--- config.mk ---
export PLATFORM = sky130hd
export DESIGN_NAME = mux_scan_flat
export DESIGN_NICKNAME = d
export VERILOG_FILES = /design/src/rtl/mux_pkg.sv /design/src/rtl/mux_scan_if.sv /design/src/rtl/mux_prio_find.sv /design/src/rtl/mux_scan.sv /design/src/flat_wrapper.sv
export SDC_FILE = /design/constraint.sdc
export NUM_CORES = 1
export LEC_CHECK = 0
export CAP_MARGIN = 40
export CORE_ASPECT_RATIO = 0.8
export CORE_MARGIN = 5
export CORE_UTILIZATION = 25
export DETAILED_ROUTE_END_ITERATION = 12
export PLACE_DENSITY_LB_ADDON = 0.08
export SLEW_MARGIN = 10
export SYNTH_ARGS = -nofsm -noshare
export SYNTH_HDL_FRONTEND = slang
export SYNTH_SLANG_ARGS = --single-unit
--- constraint.sdc ---
create_clock -name CLK -period 6.7 [get_ports CLK]
set_input_delay 1.34 -clock CLK [delete_from_list [all_inputs] [get_ports CLK]]
set_output_delay 1.34 -clock CLK [all_outputs]
set_load 0.005 [all_outputs]
--- src/rtl/mux_pkg.sv ---
// mux_scan shared types: FSM states and request mode encodings.
// Imported by the scanner top and its testbench.
package mux_pkg;

  typedef enum logic [1:0] {
    ST_IDLE,
    ST_SEL,
    ST_OUT,
    ST_FIN
  } state_e;

  localparam logic MODE_DIRECT = 1'b0;
  localparam logic MODE_SCAN   = 1'b1;

endpackage

--- src/rtl/mux_scan_if.sv ---
// Request/response bundle of the channel scanner.
// master drives requests and READY; slave is the scanner.
interface mux_scan_if #(
  parameter int N = 32,
  parameter int W = 1
);
  localparam int SW = $clog2(N);

  logic [N*W-1:0] I;
  logic [SW-1:0]  S;
  logic           MODE;
  logic [N-1:0]   MASK;
  logic           START;
  logic           READY;
  logic [W-1:0]   Y;
  logic [SW-1:0]  CH;
  logic           VALID;
  logic           ERR;
  logic           DONE;
  logic           BUSY;

  modport master (
    output I, S, MODE, MASK, START, READY,
    input  Y, CH, VALID, ERR, DONE, BUSY
  );

  modport slave (
    input  I, S, MODE, MASK, START, READY,
    output Y, CH, VALID, ERR, DONE, BUSY
  );

endinterface

--- src/rtl/mux_prio_find.sv ---
// Lowest set bit of vec_i at or above ptr_i.
// ptr_i is one bit wider than an index so it can point past N-1.
module mux_prio_find #(
  parameter int N  = 32,
  parameter int SW = $clog2(N)
) (
  input  logic [N-1:0]  vec_i,
  input  logic [SW:0]   ptr_i,
  output logic          found_o,
  output logic [SW-1:0] idx_o
);

  always_comb begin
    found_o = 1'b0;
    idx_o   = '0;
    for (int k = N - 1; k >= 0; k--) begin
      if (vec_i[k] && ((SW+1)'(k) >= ptr_i)) begin
        found_o = 1'b1;
        idx_o   = SW'(k);
      end
    end
  end

endmodule

--- src/rtl/mux_scan.sv ---
// Channel mux with direct single-shot and masked ascending scan.
// One registered sample on Y/CH, held under READY backpressure.
module mux_scan
  import mux_pkg::*;
#(
  parameter int N = 32,
  parameter int W = 1
) (
  input logic       CLK,
  input logic       RST,
  mux_scan_if.slave bus
);

  localparam int SW = $clog2(N);
  localparam logic [SW:0] NL = N[SW:0];

  state_e        state_q, state_d;
  logic [W-1:0]  y_q, y_d;
  logic [SW-1:0] ch_q, ch_d;
  logic [SW:0]   ptr_q, ptr_d;
  logic [N-1:0]  mask_q, mask_d;
  logic          mode_q, mode_d;
  logic          err_q, err_d;
  logic          done_q, done_d;

  logic [W-1:0]  chan [N];
  logic          found;
  logic [SW-1:0] f_idx;
  logic          s_ok;

  for (genvar k = 0; k < N; k++) begin : g_ch
    assign chan[k] = bus.I[k*W +: W];
  end

  assign s_ok = ({1'b0, bus.S} < NL);

  mux_prio_find #(
    .N  (N),
    .SW (SW)
  ) u_find (
    .vec_i   (mask_q),
    .ptr_i   (ptr_q),
    .found_o (found),
    .idx_o   (f_idx)
  );

  always_comb begin
    state_d = state_q;
    y_d     = y_q;
    ch_d    = ch_q;
    ptr_d   = ptr_q;
    mask_d  = mask_q;
    mode_d  = mode_q;
    err_d   = 1'b0;
    done_d  = 1'b0;
    unique case (state_q)
      ST_IDLE: begin
        if (bus.START) begin
          mode_d = bus.MODE;
          if (bus.MODE == MODE_SCAN) begin
            mask_d  = bus.MASK;
            ptr_d   = '0;
            state_d = ST_SEL;
          end else if (s_ok) begin
            y_d     = chan[bus.S];
            ch_d    = bus.S;
            state_d = ST_OUT;
          end else begin
            err_d  = 1'b1;
            done_d = 1'b1;
          end
        end
      end
      ST_SEL: begin
        if (found) begin
          y_d     = chan[f_idx];
          ch_d    = f_idx;
          ptr_d   = {1'b0, f_idx} + (SW+1)'(1);
          state_d = ST_OUT;
        end else begin
          state_d = ST_FIN;
          done_d  = 1'b1;
        end
      end
      ST_OUT: begin
        if (bus.READY) begin
          if (mode_q == MODE_SCAN) begin
            state_d = ST_SEL;
          end else begin
            state_d = ST_FIN;
            done_d  = 1'b1;
          end
        end
      end
      ST_FIN: begin
        state_d = ST_IDLE;
      end
      default: begin
        state_d = ST_IDLE;
      end
    endcase
  end

  always_ff @(posedge CLK) begin
    if (RST) begin
      state_q <= ST_IDLE;
      y_q     <= '0;
      ch_q    <= '0;
      ptr_q   <= '0;
      mask_q  <= '0;
      mode_q  <= MODE_DIRECT;
      err_q   <= 1'b0;
      done_q  <= 1'b0;
    end else begin
      state_q <= state_d;
      y_q     <= y_d;
      ch_q    <= ch_d;
      ptr_q   <= ptr_d;
      mask_q  <= mask_d;
      mode_q  <= mode_d;
      err_q   <= err_d;
      done_q  <= done_d;
    end
  end

  assign bus.Y     = y_q;
  assign bus.CH    = ch_q;
  assign bus.VALID = (state_q == ST_OUT);
  assign bus.ERR   = err_q;
  assign bus.DONE  = done_q;
  assign bus.BUSY  = (state_q != ST_IDLE);

endmodule

--- src/flat_wrapper.sv ---
// flat-port wrapper written by rule: the top's interface ports become plain ports
module mux_scan_flat import mux_pkg::*;
#(
  parameter int N = 32,
  parameter int W = 1
)
  (CLK, RST, bus_I, bus_S, bus_MODE, bus_MASK, bus_START, bus_READY, bus_Y, bus_CH, bus_VALID, bus_ERR, bus_DONE, bus_BUSY);
  mux_scan_if #(.N(N), .W(W)) bus_i ();
  input logic CLK;
  input logic RST;
  input wire logic [$bits(bus_i.I)-1:0] bus_I;
  input wire logic [$bits(bus_i.S)-1:0] bus_S;
  input wire logic [$bits(bus_i.MODE)-1:0] bus_MODE;
  input wire logic [$bits(bus_i.MASK)-1:0] bus_MASK;
  input wire logic [$bits(bus_i.START)-1:0] bus_START;
  input wire logic [$bits(bus_i.READY)-1:0] bus_READY;
  output wire logic [$bits(bus_i.Y)-1:0] bus_Y;
  output wire logic [$bits(bus_i.CH)-1:0] bus_CH;
  output wire logic [$bits(bus_i.VALID)-1:0] bus_VALID;
  output wire logic [$bits(bus_i.ERR)-1:0] bus_ERR;
  output wire logic [$bits(bus_i.DONE)-1:0] bus_DONE;
  output wire logic [$bits(bus_i.BUSY)-1:0] bus_BUSY;
  assign bus_i.I = bus_I;
  assign bus_i.S = bus_S;
  assign bus_i.MODE = bus_MODE;
  assign bus_i.MASK = bus_MASK;
  assign bus_i.START = bus_START;
  assign bus_i.READY = bus_READY;
  assign bus_Y = bus_i.Y;
  assign bus_CH = bus_i.CH;
  assign bus_VALID = bus_i.VALID;
  assign bus_ERR = bus_i.ERR;
  assign bus_DONE = bus_i.DONE;
  assign bus_BUSY = bus_i.BUSY;
  mux_scan #(.N(N), .W(W)) u_core (.CLK(CLK), .RST(RST), .bus(bus_i));
endmodule
==> results.json, run 1 <==
{
  "outcome": "finished, final reports clean",
  "ctsHoldBuffers": 0,
  "syn_area_per_cell_um2": 7.70,
  "antenna_cells": 0,
  "die_y_um": 120,
  "critical-path-top-delay-family": "compound AO/OA/AOI/OAI gates",
  "antenna_left": 0,
  "clkSlewWorstSetupHoldPaths_ns": 0.07,
  "grt_pass1_wl_mm": 20.5,
  "startpoint": "u_core.ptr_q[0]",
  "drv_slew": 0,
  "end_kind": "flip-flop",
  "core-area_mm2": 0.0149,
  "ys_ff_latch": 48,
  "yosys-top-cells-area": "dfxtp_1 26%, nand2_1 9.3%, a21oi_1 8.1%, mux4_2 6.0%, mux2i_1 4.8%",
  "grt-ovfl-total": 0,
  "r2r_cells": 11,
  "synth_edf_count": 0,
  "dp_hpwl_mm": 9.65,
  "initial_utilization": 0.253,
  "cts_tree": "built",
  "fin_nets": 628,
  "fin_ws_ns": 2.89,
  "final_core_util": 0.326,
  "tightest_slew_ns": 0.820,
  "htree_num_levels": 2,
  "hold_depth": 2,
  "hold_start": "u_core.mask_q[2]",
  "yosysTopAreaCell": "dfxtp_1",
  "ys_types": 84,
  "syn_area_mm2": 0.00376,
  "preCtsSetupSlack_ns": 2.54,
  "fin_hold_ws_ns": 0.457,
  "leakage_uw": 0.00173,
  "drcViolationCount": 0,
  "detail_route.first_pass.iterations": 5,
  "ir_drop_v": 0.000125,
  "path_buf_inv": 0,
  "post_cts_resized": 0,
  "crit_chain": "nand4_1, a21oi_1, a21bo_1, a211o_1, o221ai_4, mux2i_1, mux2i_1, mux2i_1, a2111oi_1, a211oi_1, a311oi_2",
  "fp.dieW_um": 147,
  "final_area_mm2": 0.00484,
  "worstPathMaxFanout": 20,
  "tns_ns": 0,
  "finalCritPeriodShare": 0.569,
  "async_flop_share": 0,
  "skew_ns": 0.00691,
  "placed_cell_area_mm2": 0.00470,
  "cts_sinks": 48,
  "slowest_delay_ns": 0.85,
  "drive_gt1_frac": 0.0907,
  "grt_pass1_vias": 3777,
  "hold_class": "flip-flop to flip-flop",
  "path_depth": 11,
  "cts_buffers": 5,
  "slowest_stage": "dfxtp_1",
  "synth-main-ff-cell": "dfxtp_1",
  "place_congestion": 0.819,
  "syn_to_final_growth_pct": 28.7,
  "grt_max_degree": 49,
  "fp-row-count": 40,
  "crit-reg2reg-launch": "u_core.ptr_q[0]",
  "io_pins": 84,
  "syn_nets": 566,
  "routedWlPerCell_um": 17.0,
  "fin_crit_ns": 3.81,
  "cts_setup_buffers": 0,
  "clkLatencyLatePin_ns": 0.29,
  "antenna_found_initial": 0,
  "yosysWarnings": 0,
  "cp-start-kind": "flip-flop",
  "critPathArrivalTime_ns": 4.02,
  "cp.required_ns": 6.91,
  "crit_top_cell": "mux2i_1",
  "yosysTopAreaCellShare": 0.256,
  "grt_use_total": 0.142,
  "cts_buffer_depth": 2,
  "rsz0062_at_grt": "no",
  "setup_violations": 0,
  "root_buffer": "clkbuf_16",
  "synthTopCellsByCount": "93 x nand2_1, 61 x a21oi_1, 48 x dfxtp_1, 28 x nor2_1",
  "routed_wl_mm": 12.5,
  "maxClockFrequency_mhz": 262,
  "finalHoldViolations": 0,
  "via_per_inst": 5.21,
  "crit_type": "flip-flop to flip-flop",
  "fillers": 1596,
  "ys_seq_area_frac": 0.256,
  "via_count": 3856,
  "drtIter0Drc": 231,
  "die_area_mm2": 0.0176,
  "synth.most_common_cell": "nand2_1",
  "drv_cap": 0,
  "p_per_area_mw_per_mm2": 273,
  "io_buffers": 82,
  "relSlewSlack": 0.453,
  "netlist_instances": 488
}
per-layer routing:
| layer | vias to the layer above | wire, um | global-route usage |
|---|---|---|---|
| li1 | 1904 | - | - |
| met3 | 8 | 699 | 0.0313 |
| met5 | - | 0 | 0 |
| met2 | 107 | 5350 | 0.210 |
| met4 | 0 | 72 | 0.0210 |
| met1 | 1837 | 6420 | 0.214 |
report_power, final:
part,internal [uW],switching (uW),leakage (uW)
Clock,140,115,0.0000681
Sequential,320,34.3,0.000391
Combinational,311,399,0.00128
Total,771,548,0.00173
flip-flops by register name (all words and copies together), names as in the netlist:
register and flops:
u_core.ptr_q 6, u_core.mode_q 1, u_core.bus.Y 1, u_core.bus.CH 5, u_core.bus.DONE 1, u_core.state_q 2, u_core.mask_q 32
area by class of cell:
| cell class | count | area (um2) | share of cell area |
|---|---|---|---|
| Timing Repair Buffer | 89 | 888 | 0.184 |
| Sequential cell | 48 | 961 | 0.199 |
| Inverter | 12 | 47.5 | 0.00983 |
| Multi-Input combinational cell | 394 | 2560 | 0.530 |
| Clock inverter | 1 | 8.76 | 0.00181 |
| Tap cell | 189 | 236 | 0.0489 |
| Clock buffer | 7 | 133 | 0.0274 |
per-stage QoR:
stage | power, uW | instances
floorplan | 861 | 488
global placement | 1070 | 730
detailed placement | 1070 | 732
CTS | 1340 | 740
global route | 1420 | 740
finish | 1320 | 740
tightest hold or removal path, delay by kind of cell, from the launching register on:
kind / cells / cell delay (ns)
DFF: 1 / 0.31
and+or+nand+nor: 1 / 0.05
AOI/OAI and AO/OA: 1 / 0.05
logic make-up after synthesis:
logic type      synth area share
compound gates             0.276
simple gates               0.268
xor+xnor                 0.00699
fa+ha+maj                 0.0133
other cells             0.000997
flops                      0.256
mux                        0.117
buf+inv                   0.0626
cells in the final DEF (no fill, tap or decap), types with 4 or more instances in the layout:
| master | synthesis | routed |
|---|---|---|
| nand2_1 | 93 | 93 |
| o21bai_1 | 4 | 4 |
| o22ai_1 | 6 | 6 |
| nor3_1 | 4 | 4 |
| nor2_1 | 28 | 28 |
| o21ai_0 | 12 | 12 |
| nor2b_1 | 8 | 8 |
| a211oi_1 | 6 | 6 |
| nand2b_1 | 12 | 12 |
| ha_1 | 4 | 4 |
| o211ai_1 | 7 | 7 |
| clkdlybuf4s50_1 | 0 | 82 |
| o21a_1 | 5 | 5 |
| a21oi_1 | 61 | 61 |
| mux4_2 | 10 | 10 |
| buf_4 | 8 | 5 |
| nor3b_1 | 5 | 5 |
| inv_1 | 10 | 10 |
| nand3_1 | 18 | 18 |
| o21ai_1 | 5 | 5 |
| and3_1 | 6 | 6 |
| dfxtp_1 | 48 | 48 |
| clkbuf_16 | 0 | 5 |
| a21boi_0 | 4 | 4 |
| mux2i_1 | 18 | 18 |
path summary, 6_finish.rpt:
| check | to | slack, ns |
|---|---|---|
| setup / recovery | u_core.bus.Y | 2.89 |
| hold / removal | u_core.mask_q[2] | 0.46 |
| setup reg to reg | u_core.bus.Y | 2.89 |
| hold reg to reg | u_core.mask_q[2] | 0.46 |
Note: power is estimated with default switching activity, not from simulation.
==> run 2: changes to the inputs <==
Clock period 6.7 ns to 3.19 ns, I/O delays scaled along.
==> run 2 against run 1 <==
Effect of this change: flip-flop and latch count unchanged; critical path depth up 2; maximum frequency is 22% higher; critical path type unchanged; critical endpoint unchanged; largest power group unchanged; highest routed layer unchanged.
==> results.json, run 2 (synthesis gave the netlist of run 1 again) <==
{
  "power_frac_seq": 0.233,
  "io_pins": 84,
  "cts_sinks": 48,
  "end_kind": "flip-flop",
  "fp-row-count": 40,
  "drtIter0Drc": 245,
  "placed_cell_area_mm2": 0.00514,
  "cts_tree": "built",
  "root_buffer": "clkbuf_16",
  "finalCritPeriodShare": 0.981,
  "die_y_um": 120,
  "skew_ns": 0.00731,
  "rsz0062_at_grt": "yes",
  "worstPathMaxFanout": 24,
  "initial_utilization": 0.253,
  "ctsHoldBuffers": 0,
  "relSlewSlack": 0.629,
  "drv_slew": 0,
  "routedWlPerCell_um": 17.0,
  "p_per_area_mw_per_mm2": 591,
  "final_area_mm2": 0.00540,
  "drcViolationCount": 0,
  "cts_buffers": 5,
  "largest_register_ffs": 32,
  "die_area_mm2": 0.0176,
  "top_register": "u_core.mask_q",
  "io_buffers": 82,
  "power.internal_uw": 1930,
  "hold_class": "flip-flop to flip-flop",
  "final_common_cell": "nand2_1",
  "power_frac_clock": 0.174,
  "fin_nets": 681,
  "startpoint": "u_core.ptr_q[2]",
  "leakage_uw": 0.00204,
  "via_per_inst": 5.09,
  "via_count": 4031,
  "maxClockFrequency_mhz": 320,
  "outcome": "finished, final reports clean",
  "critPathArrivalTime_ns": 3.29,
  "tightest_slew_ns": 0.556,
  "crit-reg2reg-launch": "u_core.ptr_q[2]",
  "antenna_found_initial": 0,
  "syn_to_final_growth_pct": 43.5,
  "clkLatencyLatePin_ns": 0.30,
  "fp.dieW_um": 147,
  "drv_cap": 0,
  "htree_num_levels": 2,
  "p_sw_uw": 1260,
  "grt_max_degree": 49,
  "drive_gt1_frac": 0.202,
  "crit_type": "flip-flop to flip-flop",
  "routed_wl_mm": 13.5,
  "cts_buffer_depth": 2,
  "grt_pass1_vias": 4113,
  "setup_violations": 0,
  "grt_pass1_wl_mm": 22.1,
  "finalHoldViolations": 0,
  "grt-ovfl-total": 0,
  "switching_share": 0.396,
  "cp-start-kind": "flip-flop",
  "fin_crit_ns": 3.13,
  "grt_use_total": 0.153,
  "final_core_util": 0.363,
  "place_congestion": 0.864,
  "antenna_left": 0,
  "detail_route.first_pass.iterations": 5,
  "multiInputGateArea_mm2": 0.00265,
  "pwr-share-comb": 0.593,
  "fillers": 1543,
  "dp_hpwl_mm": 10.7,
  "clkSlewWorstSetupHoldPaths_ns": 0.07,
  "final_cell_mix": "93 x nand2_1, 82 x clkdlybuf4s50_1, 61 x a21oi_1",
  "final-seq-area_um2": 966,
  "cp.required_ns": 3.35,
  "antenna_cells": 0,
  "core-area_mm2": 0.0149,
  "ir_drop_v": 0.000208,
  "hold_start": "u_core.mask_q[2]"
}
## run 2: power by group through the flow
stage | Clock [uW] | Sequential, uW | Combinational, uW
global route | 598 | 753 | 2080
floorplan | 0 | 729 | 1080
global placement | 0 | 754 | 1810
CTS | 575 | 743 | 1820
detailed placement | 0 | 756 | 1800
finish | 554 | 742 | 1890
## run 2: path summary, 6_finish.rpt
kind | slack [ns] | cells past startpoint | to
hold reg to reg | 0.46 | 2 | u_core.mask_q[2]
setup reg to reg | 0.06 | 13 | u_core.bus.Y
setup / recovery | 0.06 | 13 | u_core.bus.Y
hold / removal | 0.46 | 2 | u_core.mask_q[2]
## run 2: stage by stage
step	setup TNS (ns)	total power [uW]	hold slack, ns	worst slack (ns)	instances
after floorplan	0	1810	0.431	0.336	488
after global placement	-0.0517	2560	0.455	-0.0517	783
after detailed placement	-0.0429	2550	0.462	-0.0429	783
after CTS	0	3140	0.472	0.0119	791
after global routing	-0.120	3430	0.491	-0.0600	792
final	0	3190	0.464	0.0618	792
## run 2: metal layers
metal	share of wire	up-vias	global-route usage
li1	-	1999	-
met3	0.040	11	0.0283
met2	0.43	86	0.227
met4	0.010	0	0.0338
met5	0	-	0
met1	0.52	1935	0.230
## run 2: area by class of cell
type,count,share of cell area
clock buffers,6,0.0257
well taps,189,0.0438
flip-flops and latches,48,0.179
repair buffers,142,0.251
multi-input cells,394,0.490
clock inverters,1,0.00162
inverters,12,0.00881
## run 2: worst max-delay path, cell delays in order (launching register included)
cell	delay, ns
dfxtp_1	0.32
buf_12	0.16
o211a_4	0.27
or3b_4	0.39
a41oi_4	0.30
nor2b_2	0.09
o221ai_4	0.36
buf_6	0.19
mux2i_1	0.19
mux2i_1	0.08
o21ai_0	0.15
o21ai_1	0.12
a211oi_2	0.24
a311oi_2	0.12
## run 2: repair_timing
| action | CTS | global route |
|---|---|---|
| gates resized for setup | 2 | 22 |
| buffers inserted | 1 | 1 |
| pin swaps | 2 | 4 |
| endpoints found under the setup margin | 2 | 4 |
==> run 3: changes to the inputs <==
Settings changed: CORE_MARGIN 5 to 4.
==> run 3 against run 2 <==
Effect of this change: hold slack lost 0.013 ns; routed wire length rose by 0.27%; highest routed layer unchanged; critical path depth grew 2; clock-buffer cell count is 1 higher; largest power group unchanged; via count up 1.1%; global-route usage rose by 0.18 points; clock power shrank 3%; non-clock buffer count up 8; combinational power about the same.
==> results.json, run 3 (synthesis gave the netlist of run 1 again) <==
{
  "antenna_left": 0,
  "fin_nets": 689,
  "grt_pass1_wl_mm": 21.9,
  "die_area_mm2": 0.0171,
  "critPathArrivalTime_ns": 3.33,
  "grt_max_degree": 49,
  "fin_ws_ns": 0.0747,
  "grt_use_total": 0.155,
  "p_per_area_mw_per_mm2": 586,
  "final_area_mm2": 0.00542,
  "worstPathMaxFanout": 7,
  "fin_crit_ns": 3.12,
  "drive_gt1_frac": 0.208,
  "cts_buffer_depth": 2,
  "detail_route.first_pass.iterations": 4,
  "hold_depth": 2,
  "top_register": "u_core.mask_q",
  "routedWlPerCell_um": 17.0,
  "relSlewSlack": 0.626,
  "fp.dieW_um": 145,
  "outcome": "finished, final reports clean",
  "placed_cell_area_mm2": 0.00518,
  "ir_drop_v": 0.000233,
  "maxClockFrequency_mhz": 321,
  "clkSlewWorstSetupHoldPaths_ns": 0.07,
  "via_per_inst": 5.12,
  "initial_utilization": 0.259,
  "crit_chain": "buf_4, buf_4, o2111ai_1, a22oi_1, nor3b_1, o21bai_1, a211oi_2, buf_4, nor2_4, buf_4, nand2_1, and3_1, or3_1, a211o_1, a311oi_2",
  "antenna_found_initial": 0,
  "antenna_cells": 0,
  "place_congestion": 0.875,
  "preCtsSetupSlack_ns": -0.0161,
  "cp-start-kind": "flip-flop",
  "die_y_um": 118,
  "final_cells": 796,
  "crit_type": "flip-flop to flip-flop",
  "io_buffers": 82,
  "crit_top_cell": "buf_4",
  "finalCritPeriodShare": 0.977,
  "final_common_cell": "nand2_1",
  "cts_sinks": 48,
  "syn_to_final_growth_pct": 44.1,
  "largest_register_ffs": 32,
  "cp.required_ns": 3.40,
  "final_core_util": 0.374,
  "rsz0062_at_grt": "yes",
  "dp_hpwl_mm": 10.7,
  "final_cell_mix": "93 x nand2_1, 82 x clkdlybuf4s50_1, 63 x buf_4",
  "dp_cells": 786,
  "cts_tree": "built",
  "leakage_uw": 0.00207,
  "end_kind": "flip-flop",
  "drtIter0Drc": 274,
  "grt_pass1_vias": 4088,
  "cts_buffers": 5,
  "via_count": 4074,
  "tightest_slew_ns": 0.561,
  "routed_wl_mm": 13.5,
  "drv_slew": 0,
  "fp-row-count": 39,
  "clkLatencyLatePin_ns": 0.30,
  "hold_class": "flip-flop to flip-flop",
  "fin_hold_ws_ns": 0.451,
  "drv_cap": 0,
  "skew_ns": 0.00790,
  "core-area_mm2": 0.0145,
  "drcViolationCount": 0,
  "setup_violations": 0,
  "slowest_delay_ns": 0.37,
  "finalHoldViolations": 0,
  "grt-ovfl-total": 0,
  "r2r_cells": 15,
  "io_pins": 84,
  "htree_num_levels": 2,
  "root_buffer": "clkbuf_16",
  "slowest_stage": "or3_1"
}
[run 3: report_power, final]
part	internal, uW	switching [uW]
Sequential	673	64.2
Clock	294	246
Combinational	951	945
[run 3: routing by layer]
metal | vias up | wire length, um | part of all wire | global-route usage
li1 | 2022 | - | - | -
met1 | 1947 | 6970 | 0.52 | 0.229
met4 | 0 | 141 | 0.010 | 0.0314
met2 | 92 | 5760 | 0.43 | 0.234
met3 | 13 | 667 | 0.049 | 0.0323
met5 | - | 0 | 0 | 0
[run 3: cell type report]
class / instances / area (um2)
Fill cell: 1517 / 9080
Inverter: 12 / 47.5
Clock inverter: 1 / 8.76
Clock buffer: 7 / 133
Sequential cell: 48 / 962
Timing Repair Buffer: 150 / 1390
Multi-Input combinational cell: 394 / 2640
Tap cell: 184 / 230
[run 3: worst paths after layout]
kind	endpoint	slack [ns]	startpoint
max	u_core.bus.Y	0.07	u_core.ptr_q[0]
min	u_core.mask_q[2]	0.45	u_core.mask_q[2]
max reg2reg	u_core.bus.Y	0.07	u_core.ptr_q[0]
min reg2reg	u_core.mask_q[2]	0.45	u_core.mask_q[2]
[run 3: critical path: cells and delay by family (launching register included)]
kind	cells	cell delay, ns
AOI/OAI and AO/OA	6	1.24
buffers and inverters	4	0.61
DFF	1	0.31
and+or+nand+nor	5	0.87
[run 3: metrics by stage]
step,total power [uW],setup TNS [ns]
final,3170,0
after global routing,3390,-0.0412
after global placement,2590,0
after CTS,3140,0
after floorplan,1810,0
after detailed placement,2580,-0.0161
[run 3: repair_timing]
action	CTS	global route
hold buffers	0	0
pin swaps	1	6
gates resized for setup	0	19
setup buffers	0	2
hold endpoints to repair	0	0
endpoints found under the setup margin	1	3
